`src/rtl/lcd_ctrl_pkg.sv`:
```
// Shared types and constants for the HD44780-style LCD write controller.
package lcd_ctrl_pkg;

  typedef enum logic [2:0] {
    PWRUP,
    IDLE,
    SETUP,
    EN_HI,
    HOLD,
    WAIT
  } lcd_state_t;

  localparam int CNT_W    = 19;
  localparam int INIT_CNT = 6;
  localparam logic [2:0] INIT_LAST = 3'(INIT_CNT - 1);

  localparam logic [7:0] OP_CLEAR    = 8'h01;
  localparam logic [7:0] OP_HOME     = 8'h02;
  localparam logic [7:0] OP_HOME_ALT = 8'h03;

  localparam logic [7:0] INIT_FUNC_SET = 8'h38;
  localparam logic [7:0] INIT_DISP_ON  = 8'h0C;
  localparam logic [7:0] INIT_CLEAR    = OP_CLEAR;
  localparam logic [7:0] INIT_ENTRY    = 8'h06;

  function automatic logic [7:0] init_cmd(input logic [2:0] idx);
    case (idx)
      3'd0, 3'd1, 3'd2: init_cmd = INIT_FUNC_SET;
      3'd3:             init_cmd = INIT_DISP_ON;
      3'd4:             init_cmd = INIT_CLEAR;
      3'd5:             init_cmd = INIT_ENTRY;
      default:          init_cmd = 8'h00;
    endcase
  endfunction

  // Down-counter load value for an N-cycle phase; zero-length phases run one cycle.
  function automatic logic [CNT_W-1:0] phase_load(input int n);
    phase_load = (n <= 1) ? '0 : CNT_W'(n - 1);
  endfunction

  function automatic logic is_long_write(input logic rs, input logic [7:0] data);
    is_long_write = !rs && (data == OP_CLEAR || data == OP_HOME || data == OP_HOME_ALT);
  endfunction

endpackage

```
`src/rtl/lcd_phase_timer.sv`:
```
// Loadable down-counter; zero flags the last cycle of the current phase.
module lcd_phase_timer
  import lcd_ctrl_pkg::*;
#(
  parameter logic [CNT_W-1:0] RST_VAL = '0
) (
  input  logic             clk,
  input  logic             rst_n,
  input  logic             load,
  input  logic [CNT_W-1:0] load_val,
  output logic             zero
);

  logic [CNT_W-1:0] cnt;

  always_ff @(posedge clk) begin
    if (!rst_n) begin
      cnt <= RST_VAL;
    end else if (load) begin
      cnt <= load_val;
    end else if (cnt != '0) begin
      cnt <= cnt - CNT_W'(1);
    end
  end

  assign zero = (cnt == '0);

endmodule

```
`src/rtl/lcd_ctrl.sv`:
```
// LCD write sequencer: power-up init list, then one host write per accept,
// each framed as SETUP / EN_HI / HOLD / WAIT.
module lcd_ctrl
  import lcd_ctrl_pkg::*;
#(
  parameter int T_SETUP      = 2,
  parameter int T_EN         = 13,
  parameter int T_HOLD       = 2,
  parameter int T_WAIT_SHORT = 1100,
  parameter int T_WAIT_LONG  = 44300,
  parameter int T_POWERUP    = 405000
) (
  input  logic       clk,
  input  logic       rst_n,
  input  logic       req_valid,
  input  logic       req_rs,
  input  logic [7:0] req_data,
  output logic       req_ready,
  output logic       init_done,
  output logic [7:0] lcd_data,
  output logic       lcd_rs,
  output logic       lcd_rw,
  output logic       lcd_en
);

  localparam logic [CNT_W-1:0] LD_PWRUP = phase_load(T_POWERUP);
  localparam logic [CNT_W-1:0] LD_SETUP = phase_load(T_SETUP);
  // The IDLE accept cycle counts as the first setup cycle, so host writes
  // repeat at exactly T_SETUP+T_EN+T_HOLD+T_WAIT with no idle gap.
  localparam logic [CNT_W-1:0] LD_SETUP_ACC = phase_load(T_SETUP - 1);
  localparam logic [CNT_W-1:0] LD_EN    = phase_load(T_EN);
  localparam logic [CNT_W-1:0] LD_HOLD  = phase_load(T_HOLD);
  localparam logic [CNT_W-1:0] LD_SHORT = phase_load(T_WAIT_SHORT);
  localparam logic [CNT_W-1:0] LD_LONG  = phase_load(T_WAIT_LONG);

  lcd_state_t       state, state_nxt;
  logic [2:0]       init_idx, idx_nxt;
  logic             done_nxt;
  logic             bus_ld, rs_nxt;
  logic [7:0]       data_nxt;
  logic             tmr_load, tmr_zero;
  logic [CNT_W-1:0] tmr_val;

  lcd_phase_timer #(
    .RST_VAL (LD_PWRUP)
  ) u_timer (
    .clk      (clk),
    .rst_n    (rst_n),
    .load     (tmr_load),
    .load_val (tmr_val),
    .zero     (tmr_zero)
  );

  assign req_ready = (state == IDLE) && init_done;
  assign lcd_rw    = 1'b0;

  always_comb begin
    state_nxt = state;
    idx_nxt   = init_idx;
    done_nxt  = init_done;
    bus_ld    = 1'b0;
    rs_nxt    = lcd_rs;
    data_nxt  = lcd_data;
    tmr_load  = 1'b0;
    tmr_val   = '0;
    case (state)
      PWRUP: begin
        if (tmr_zero) begin
          state_nxt = SETUP;
          idx_nxt   = '0;
          bus_ld    = 1'b1;
          rs_nxt    = 1'b0;
          data_nxt  = init_cmd(3'd0);
          tmr_load  = 1'b1;
          tmr_val   = LD_SETUP;
        end
      end
      IDLE: begin
        if (req_valid && req_ready) begin
          state_nxt = SETUP;
          bus_ld    = 1'b1;
          rs_nxt    = req_rs;
          data_nxt  = req_data;
          tmr_load  = 1'b1;
          tmr_val   = LD_SETUP_ACC;
        end
      end
      SETUP: begin
        if (tmr_zero) begin
          state_nxt = EN_HI;
          tmr_load  = 1'b1;
          tmr_val   = LD_EN;
        end
      end
      EN_HI: begin
        if (tmr_zero) begin
          state_nxt = HOLD;
          tmr_load  = 1'b1;
          tmr_val   = LD_HOLD;
        end
      end
      HOLD: begin
        if (tmr_zero) begin
          state_nxt = WAIT;
          tmr_load  = 1'b1;
          tmr_val   = is_long_write(lcd_rs, lcd_data) ? LD_LONG : LD_SHORT;
        end
      end
      WAIT: begin
        if (tmr_zero) begin
          if (init_done) begin
            state_nxt = IDLE;
          end else if (init_idx == INIT_LAST) begin
            state_nxt = IDLE;
            done_nxt  = 1'b1;
          end else begin
            state_nxt = SETUP;
            idx_nxt   = init_idx + 3'd1;
            bus_ld    = 1'b1;
            rs_nxt    = 1'b0;
            data_nxt  = init_cmd(init_idx + 3'd1);
            tmr_load  = 1'b1;
            tmr_val   = LD_SETUP;
          end
        end
      end
      default: state_nxt = PWRUP;
    endcase
  end

  // lcd_en is registered from the next state so the strobe comes straight off a flop.
  always_ff @(posedge clk) begin
    if (!rst_n) begin
      state     <= PWRUP;
      init_idx  <= '0;
      init_done <= 1'b0;
      lcd_en    <= 1'b0;
      lcd_rs    <= 1'b0;
      lcd_data  <= '0;
    end else begin
      state     <= state_nxt;
      init_idx  <= idx_nxt;
      init_done <= done_nxt;
      lcd_en    <= (state_nxt == EN_HI);
      if (bus_ld) begin
        lcd_rs   <= rs_nxt;
        lcd_data <= data_nxt;
      end
    end
  end

endmodule

```
`config.mk`:
```
export PLATFORM = sky130hd
export DESIGN_NAME = lcd_ctrl
export DESIGN_NICKNAME = d
export VERILOG_FILES = /design/src/rtl/lcd_ctrl_pkg.sv /design/src/rtl/lcd_phase_timer.sv /design/src/rtl/lcd_ctrl.sv
export SDC_FILE = /design/constraint.sdc
export NUM_CORES = 1
export LEC_CHECK = 0
export CAP_MARGIN = 20
export CELL_PAD_IN_SITES_DETAIL_PLACEMENT = 1
export CELL_PAD_IN_SITES_GLOBAL_PLACEMENT = 1
export CORE_MARGIN = 3
export CORE_UTILIZATION = 45
export DETAILED_ROUTE_END_ITERATION = 6
export HOLD_SLACK_MARGIN = 0.06
export PLACE_DENSITY = 0.85
export SETUP_SLACK_MARGIN = 0.15
export SYNTH_ARGS = -nofsm -noshare
export SYNTH_HDL_FRONTEND = slang
export SYNTH_SLANG_ARGS = --single-unit
```
`constraint.sdc`:
```
create_clock -name clk -period 4 [get_ports clk]
set_input_delay 0.4 -clock clk [delete_from_list [all_inputs] [get_ports clk]]
set_output_delay 0.4 -clock clk [all_outputs]
set_load 0.02 [all_outputs]
```
Word-level counts from Yosys, hierarchy flattened
Cells that the tools add are included.
{"block": "word_totals", "register_bits": 36, "in_bits": 12, "out_inout_bits": 13, "elab_cells": 94}
{"block": "classes", "n_addsub": 2, "n_eq_ne": 20, "muxes": 46, "n_reduce_logical": 19}
{"op": "16-bit one-hot mux with 4 select lines", "count": 1}
{"op": "8-bit 2-to-1 mux", "count": 5}
{"op": "19-bit 2-to-1 mux", "count": 2}
{"op": "16-bit 2-to-1 mux", "count": 2}
{"op": "3-bit 2-to-1 mux", "count": 10}
{"op": "6-bit one-hot mux with 4 select lines", "count": 1}
{"op": "8-bit one-hot mux with 3 select lines", "count": 1}
{"op": "19-bit logical NOT", "count": 1}
{"op": "19-bit nonzero test", "count": 1}
{"op": "19-bit by 1-bit subtractor with 19-bit output, second input constant", "count": 1}
{"op": "3-bit one-hot mux with 6 select lines", "count": 1}
{"op": "8-bit by 2-bit == test with 1-bit output, second input constant", "count": 2}
{"op": "1-bit 2-to-1 mux", "count": 16}
{"op": "3-bit by 2-bit == test with 1-bit output, second input constant", "count": 5}
{"op": "3-bit == test, second input constant", "count": 5}
{"op": "1-bit one-hot mux with 3 select lines", "count": 3}
{"op": "8-bit by 1-bit == test with 1-bit output, second input constant", "count": 1}
{"op": "2-bit != test, second input constant", "count": 4}
{"op": "7-bit AND reduction", "count": 1}
{"op": "3-bit by 1-bit == test with 1-bit output, second input constant", "count": 2}
{"op": "3-bit logical NOT", "count": 2}
{"op": "3-bit one-hot mux with 2 select lines", "count": 1}
{"op": "5-bit AND reduction", "count": 1}
{"op": "2-bit 2-to-1 mux", "count": 2}
{"op": "other kinds (12)", "count": 16}

Logic depth before layout (Yosys ltp)
Gate-level depths: netlist (run 1).
{"block": "logic_depth", "depth_word": 8, "mapped_depth": 8}

By module
From an unflattened synthesis (run 1), not the netlist that was laid out.
{"block": "unflattened", "hier_cells": 281, "area_unflattened_um2": 2215.9}
{"module": "lcd_phase_timer", "n_inst": 1, "cells_each": 145, "area_per_inst_um2": 1132.3, "seq_area_each_um2": 380.4}
{"module": "lcd_ctrl", "n_inst": 1, "cells_each": 136, "area_per_inst_um2": 1083.5, "seq_area_each_um2": 340.3}

Worst setup path after synthesis (run 1)
Ideal clock, no wire load.
{"block": "synth_timing", "path_type": "reg-to-reg", "from": "register u_timer.cnt[8]", "to": "register lcd_data[0]", "arrival_ps": 2263, "slack_ps": 1620, "stages_incl_launch_ff": 7, "path_buffers": 1, "cell_sequence": "dfxtp_1 > or4_4 > or4_4 > buf_6 > o32ai_1 > o21ai_1 > a22o_1"}
{"block": "synth_via", "elab_chain_cells": 4, "word_cells_on_any_way": 7, "cone_classes": "2 x eq/ne; 3 x mux; 2 x reduce/logical"}
{"element": "start, declared", "line_no": "lcd_phase_timer.sv:14", "rtl": "logic [CNT_W-1:0] cnt;"}
{"element": "start signal, assigned", "line_no": "lcd_phase_timer.sv:20", "rtl": "cnt <= load_val;"}
{"element": "start signal, assigned", "line_no": "lcd_phase_timer.sv:22", "rtl": "cnt <= cnt - CNT_W'(1);"}
{"element": "19-bit logical NOT *", "line_no": "lcd_phase_timer.sv:26", "rtl": "assign zero = (cnt == '0);"}
{"element": "1-bit 2-to-1 mux (on tied branches)", "line_no": "lcd_ctrl.sv:110, lcd_ctrl.sv:68"}
{"element": "1-bit one-hot mux with 3 select lines", "line_no": "lcd_ctrl.sv:66", "rtl": "case (state)"}
{"element": "7-bit AND reduction (no source line) *"}
{"element": "end signal, assigned", "line_no": "lcd_ctrl.sv:147", "rtl": "lcd_data <= data_nxt;"}
{"element": "end, declared", "line_no": "lcd_ctrl.sv:20", "rtl": "output logic [7:0] lcd_data,"}
Mark *: on every way between the ends. The rest lies on a longest branch, timed or not.
A chain may end at the register's enable or synchronous reset.

Final worst setup path (run 1)
{"block": "layout_timing", "from": "register u_timer.cnt[8]", "to": "register u_timer.cnt[15]"}
{"block": "layout_via", "elab_chain_cells": 4, "word_cells_on_any_way": 11, "cone_classes": "1 x add/sub; 7 x mux; 3 x reduce/logical"}
{"element": "parallel branches: the longest is 4 deep, another holds 19-bit by 1-bit subtractor with 19-bit output"}
Several ways; the timed one is not identified. The select of a mux whose other input is x is not followed.

==> run metrics, run 1 <==
synthesis-to-layout area growth=16.7%; syn avg cell area=8.52 um^2; Worst slew margin=0.525; flop2flop setup slack=1.38 ns; area of the multi-input gates=1290 um^2; Top Ports=25; gr usage total=0.224; synth warn=0; clock sink total=36; Clock Latency Late Sink=0.30 ns; Reg area=721 um^2; worst r2r src=u_timer.cnt[8]$_SDFFE_PN0P_; worst-path maximum fanout=11; first-pass GRT wire length=9590 um; Congestion Overflow GR=0; Port-buffer cells=23; synthesized area=2120 um^2; hold depth=1; Worst path depth=5; Via-to-Cell Ratio=6.36; slowest stage delay, CP=0.63 ns; Fin. Hold Viols=0; number of synthesized flops with an enable pin=0; Reg clk slew, reported paths=0.08 ns; RSZ-0062 raised after global routing=false; Final nets=288; period utilization=0.655; hold_ws=0.507 ns; final core occ=0.557; Die X=74.7 um; antenna violations before repair=0; fmax=382 MHz; final setup fails=0; Die Y=74.7 um; CTS tree=yes; cts hold-fix bufs=0; Crit path top cell by count=or4_4; Yosys cell types=54; Leakage=0.000877 uW; Layout Skew=0.0111 ns; total negative setup slack=0 ns; Post-CTS Setup Repair Bufs=0; pwr dens=292 nW/um^2; Longest Clk Path Bufs=2; ys flop type=dfxtp_1; Routed Antenna Nets=0; via count=2055; # Max-Cap Violations=0; FFs w/ async S/R, synth=0; ANT cells=0; worst path cell trace=or4_4, or4_4, or4b_4, a21boi_0, a211oi_2; core area=4440 um^2; hpwl dp=4370 um; status=finished, final reports clean; Initial DRC Count=186; Slew @ Worst Pin=0.706 ns; reg2reg end=u_timer.cnt[15]$_SDFFE_PN0P_; WP buf/inv=0; Routed WL per cell=18.4 um; sequential-to-total area share from yosys stat=0.340; worst hold start=lcd_data[5]$_SDFFE_PN0P_; CP arrival=2.85 ns; Synth top area share=0.340; hold worst-path end=lcd_data[5]$_SDFFE_PN0P_; Rows=24; total die area=5580 um^2; largest net degree at the start of global routing=20; Critical Path RT=4.23 ns; most numerous cell in the Yosys netlist=dfxtp_1; layout cells sized above 1=0.0923; #FFs+latches synth=36; largest area contributor in the netlist=dfxtp_1; drt total wl=5950 um; synth cell count leaders=dfxtp_1 (36), nor2_1 (18), nand2_1 (16); Root Buffer=clkbuf_8; 1st-pass router iterations=4; gpl congestion=0.813; vias in the first global route=1948; Initial Util=0.477; CTS resizes=0; ranking of synthesized cells by area=dfxtp_1 (34%), xnor2_1 (4.5%), ha_1 (3.5%); Num CTS Buffers=5; DR DRC count=0; HP Class=flop to flop; Filler Cells Inserted=529; CP startpoint=u_timer.cnt[8]$_SDFFE_PN0P_; H-tree level count=2; Max Slew Vio Count=0; peak supply drop=0.000186 V; slowest cell on the critical path=or4_4; syn nets=267; Critical Path End Type=flop; delay-heaviest family, CP=simple AND/OR/NAND/NOR gates; CP startpoint kind=flop; CP Class=flop to flop; minimum clock period=2.62 ns; R2R cell count=5; Syn Inst Count=249
[layout by cell type, fill, tap and decap left out, types with 5 or more instances in the layout]
cell             netlist  layout
ha_1                   6       6
nand3_1               15      15
a21oi_1               14      14
nand2_1               16      16
nor3_1                 8       8
clkdlybuf4s50_1        0      23
a22o_1                 8       8
nor2_1                18      18
xor2_1                 6       6
nor4_1                 8       8
xnor2_1               11      11
clkbuf_8               0       5
inv_1                  7       7
nand2b_1               6       6
dfxtp_1               36      36
o21ai_0               14      14
[worst register-to-register path: cells and delay by family (launching register included)]
kind | cells | cell delay, ns
and+or+nand+nor | 3 | 1.78
AOI/OAI and AO/OA | 2 | 0.39
DFF | 1 | 0.37
[how the worst max path moves through the flow]
stage	end	slack (ns)
2_1_floorplan	lcd_data[0]$_SDFFE_PN0P_	1.62
3_3_place_gp	u_timer.cnt[15]$_SDFFE_PN0P_	1.47
3_5_place_dp	u_timer.cnt[15]$_SDFFE_PN0P_	1.40
4_1_cts	u_timer.cnt[15]$_SDFFE_PN0P_	1.39
5_1_grt	u_timer.cnt[15]$_SDFFE_PN0P_	1.20
6_report	u_timer.cnt[15]$_SDFFE_PN0P_	1.38
[registers in the layout, summed over array words and instances, names as in the netlist]
register and cells:
init_idx 3, lcd_data 8, lcd_en 1, lcd_rs 1
u_timer.cnt 19, state 3, init_done 1
[stage by stage]
step	total power, uW	instance area, um^2	worst slack [ns]	instances
detailed placement	410	2370	1.40	315
floorplan	393	2120	1.62	249
global placement	409	2370	1.47	315
global route	743	2480	1.20	323
CTS	726	2480	1.39	323
finish	723	2480	1.38	323
[power by group]
group          switching (uW)  internal, uW  total (uW)
combinational            18.7          18.5        37.2
clock                     136           185         321
sequential               3.48           361         365
[layer usage]
layer / global-route usage / wire (um) / up-vias / share of wire
met4: 0.0632 / 118 / 0 / 0.020
li1: - / - / 962 / -
met1: 0.317 / 2730 / 1018 / 0.46
met5: 0 / 0 / - / 0
met2: 0.348 / 2830 / 57 / 0.47
met3: 0.0427 / 279 / 18 / 0.047
[kinds of logic after synthesis]
family	Yosys count	synth area share
compound gates	66	0.224
xor+xnor	17	0.0702
fa+ha+maj	6	0.0354
buf+inv	21	0.0513
flops	36	0.340
mux	3	0.0147
other cells	1	0.00177
simple gates	99	0.263
[area by class of cell]
type	count	area share
multi-input combinational	192	0.522
sequential	36	0.291
timing repair buffer	27	0.105
clock buffer	6	0.0293
tap	52	0.0263
clock inverter	2	0.0141
inverter	8	0.0121
Power figures use the tool's default switching activity.
==> run 2, diff against run 1 <==
--- a/config.mk
+++ b/config.mk
@@ -9,10 +9,10 @@
 export CELL_PAD_IN_SITES_DETAIL_PLACEMENT = 1
 export CELL_PAD_IN_SITES_GLOBAL_PLACEMENT = 1
 export CORE_MARGIN = 3
-export CORE_UTILIZATION = 45
+export CORE_UTILIZATION = 38
 export DETAILED_ROUTE_END_ITERATION = 6
 export HOLD_SLACK_MARGIN = 0.06
-export PLACE_DENSITY = 0.85
+export PLACE_DENSITY = 0.77
 export SETUP_SLACK_MARGIN = 0.15
 export SYNTH_ARGS = -nofsm -noshare
 export SYNTH_HDL_FRONTEND = slang
==> constraint.sdc (replaced) <==
create_clock -name clk -period 2.1 [get_ports clk]
set_input_delay 0.21 -clock clk [delete_from_list [all_inputs] [get_ports clk]]
set_output_delay 0.21 -clock clk [all_outputs]
set_load 0.02 [all_outputs]
==> run 2 against run 1 <==
Net effect: largest power group unchanged; sequential share of layout area down 5.8 points; utilization up 3.6 points; largest cell class unchanged; total power up 95%; highest routed layer unchanged; the flow now finishes with violations (negative setup slack); final area up 25%; flip-flop and latch count unchanged; critical endpoint unchanged.
==> run metrics, run 2 (synthesis gave the netlist of run 1 again) <==
status=complete, but fails checks; failing checks=negative setup slack; Critical Path RT=2.32 ns; H-tree level count=2; Crit path top cell by count=or4_4; total die area=6520 um^2; clock sink total=36; first-pass GRT wire length=12300 um; Leakage=0.00121 uW; vias in the first global route=2381; met2 usage=0.437; drt total wl=7650 um; grt met3 use=0.0499; max reg flops=19; antenna violations before repair=0; Max Slew Vio Count=0; slowest cell on the critical path=or4b_4; CP startpoint kind=flop; period utilization=1.12; Congestion Overflow GR=0; Comb power frac=0.071; Largest Register=u_timer.cnt; Die Y=80.7 um; Top Registers=u_timer.cnt: 19 flops, lcd_data: 8 flops; delay-heaviest family, CP=simple AND/OR/NAND/NOR gates; Initial Util=0.405; hpwl dp=5320 um; DR DRC count=0; Layout Skew=0.00574 ns; 1st-pass router iterations=4; peak supply drop=0.000320 V; Initial DRC Count=156; pwr dens=455 nW/um^2; via count=2235; setup ws final=-0.255 ns; worst path cell trace=or4_4, or4_4, or4b_4, a21boi_4, a211oi_2; Reg clk slew, reported paths=0.08 ns; minimum clock period=2.36 ns; Psw=323 uW; Critical Path End Type=flop; most heavily used metal layer in global routing=met2; Num CTS Buffers=5; Top Ports=25; clock power share=0.439; Die X=80.7 um; Port-buffer cells=23; layout cells sized above 1=0.303; CP arrival=2.58 ns; sequential power share=0.490; Placed Area=2730 um^2; Fin. Hold Viols=0; Sw Ratio=0.228; most common cell after layout, fill and taps aside=buf_4; hold_ws=0.504 ns; RSZ-0062 raised after global routing=true; Routed WL per cell=19.6 um; Final nets=337; Clock Latency Late Sink=0.29 ns; CTS tree=yes; GR met1 Demand/Resource=0.307; Root Buffer=clkbuf_8; cts hold-fix bufs=0; Longest Clk Path Bufs=2; synthesis-to-layout area growth=46.4%; fin area=3110 um^2; gpl congestion=0.842; # Max-Cap Violations=0; most frequent cells in the layout=buf_4 (45), dfxtp_1 (34), clkdlybuf4s50_1 (22); slowest stage delay, CP=0.59 ns; WP buf/inv=0; largest net degree at the start of global routing=19; ANT cells=0; core area=5240 um^2; Via-to-Cell Ratio=5.73; Power Internal=1090 uW; DP Worst Slack=-0.241 ns; gr usage total=0.248; final setup fails=34; CP Class=flop to flop; Routed Antenna Nets=0; Rows=26; worst-path maximum fanout=4; fmax=425 MHz; HP Class=flop to flop
## run 2: cell types whose count changed in the layout (fill, tap and decap cells not counted), moves of 4 or more
cell     before  now
buf_4         4   45
buf_6         0    5
o21ai_1       1    5
o21ai_0      14    9
a21oi_1      14    9
a21oi_2       0    5
## run 2: final timing paths
path	start	to	slack, ns	cells past startpoint
worst max-delay path	u_timer.cnt[15]$_SDFFE_PN0P_	u_timer.cnt[15]$_SDFFE_PN0P_	-0.26	5
worst min-delay path	lcd_data[5]$_SDFFE_PN0P_	lcd_data[5]$_SDFFE_PN0P_	0.50	1
worst max register to register	u_timer.cnt[15]$_SDFFE_PN0P_	u_timer.cnt[15]$_SDFFE_PN0P_	-0.26	5
worst min register to register	lcd_data[5]$_SDFFE_PN0P_	lcd_data[5]$_SDFFE_PN0P_	0.50	1
## run 2: per-stage QoR
step                total power, uW  instances  utilization  TNS [ns]
global placement                796        375        0.521     -2.21
floorplan                       748        249            -     -1.66
global route                   1460        390        0.593     -6.48
detailed placement              798        375        0.521     -3.26
CTS                            1410        387        0.572     -3.40
finish                         1410        390        0.593     -4.80
## run 2: metal layers
layer / vias to the layer above / wire (um)
met2: 53 / 3930
met4: 0 / 121
met1: 1112 / 3220
met5: - / 0
li1: 1055 / -
met3: 15 / 371
## run 2: timing repair
action / 4_1_cts / 5_1_grt
setup buffers: 4 / 3
endpoints found under the setup margin: 37 / 37
endpoints found under the hold margin: 0 / 0
gates resized for setup: 21 / 20
pin swaps: 6 / 11
## run 2: power groups by stage
stage	clock [uW]	sequential [uW]	combinational, uW
2_1_floorplan	0	709	39.3
3_3_place_gp	0	708	88.3
3_5_place_dp	0	708	89.8
4_1_cts	620	692	96.2
5_1_grt	657	693	109
6_report	621	692	101
## run 2: area by class of cell
class / instances / area, um^2
fill: 607 / 2130
multi-input combinational: 192 / 1470
sequential: 36 / 723
timing repair buffer: 76 / 682
tap: 70 / 87.6
clock buffer: 5 / 68.8
clock inverter: 3 / 42.5
inverter: 8 / 30.0
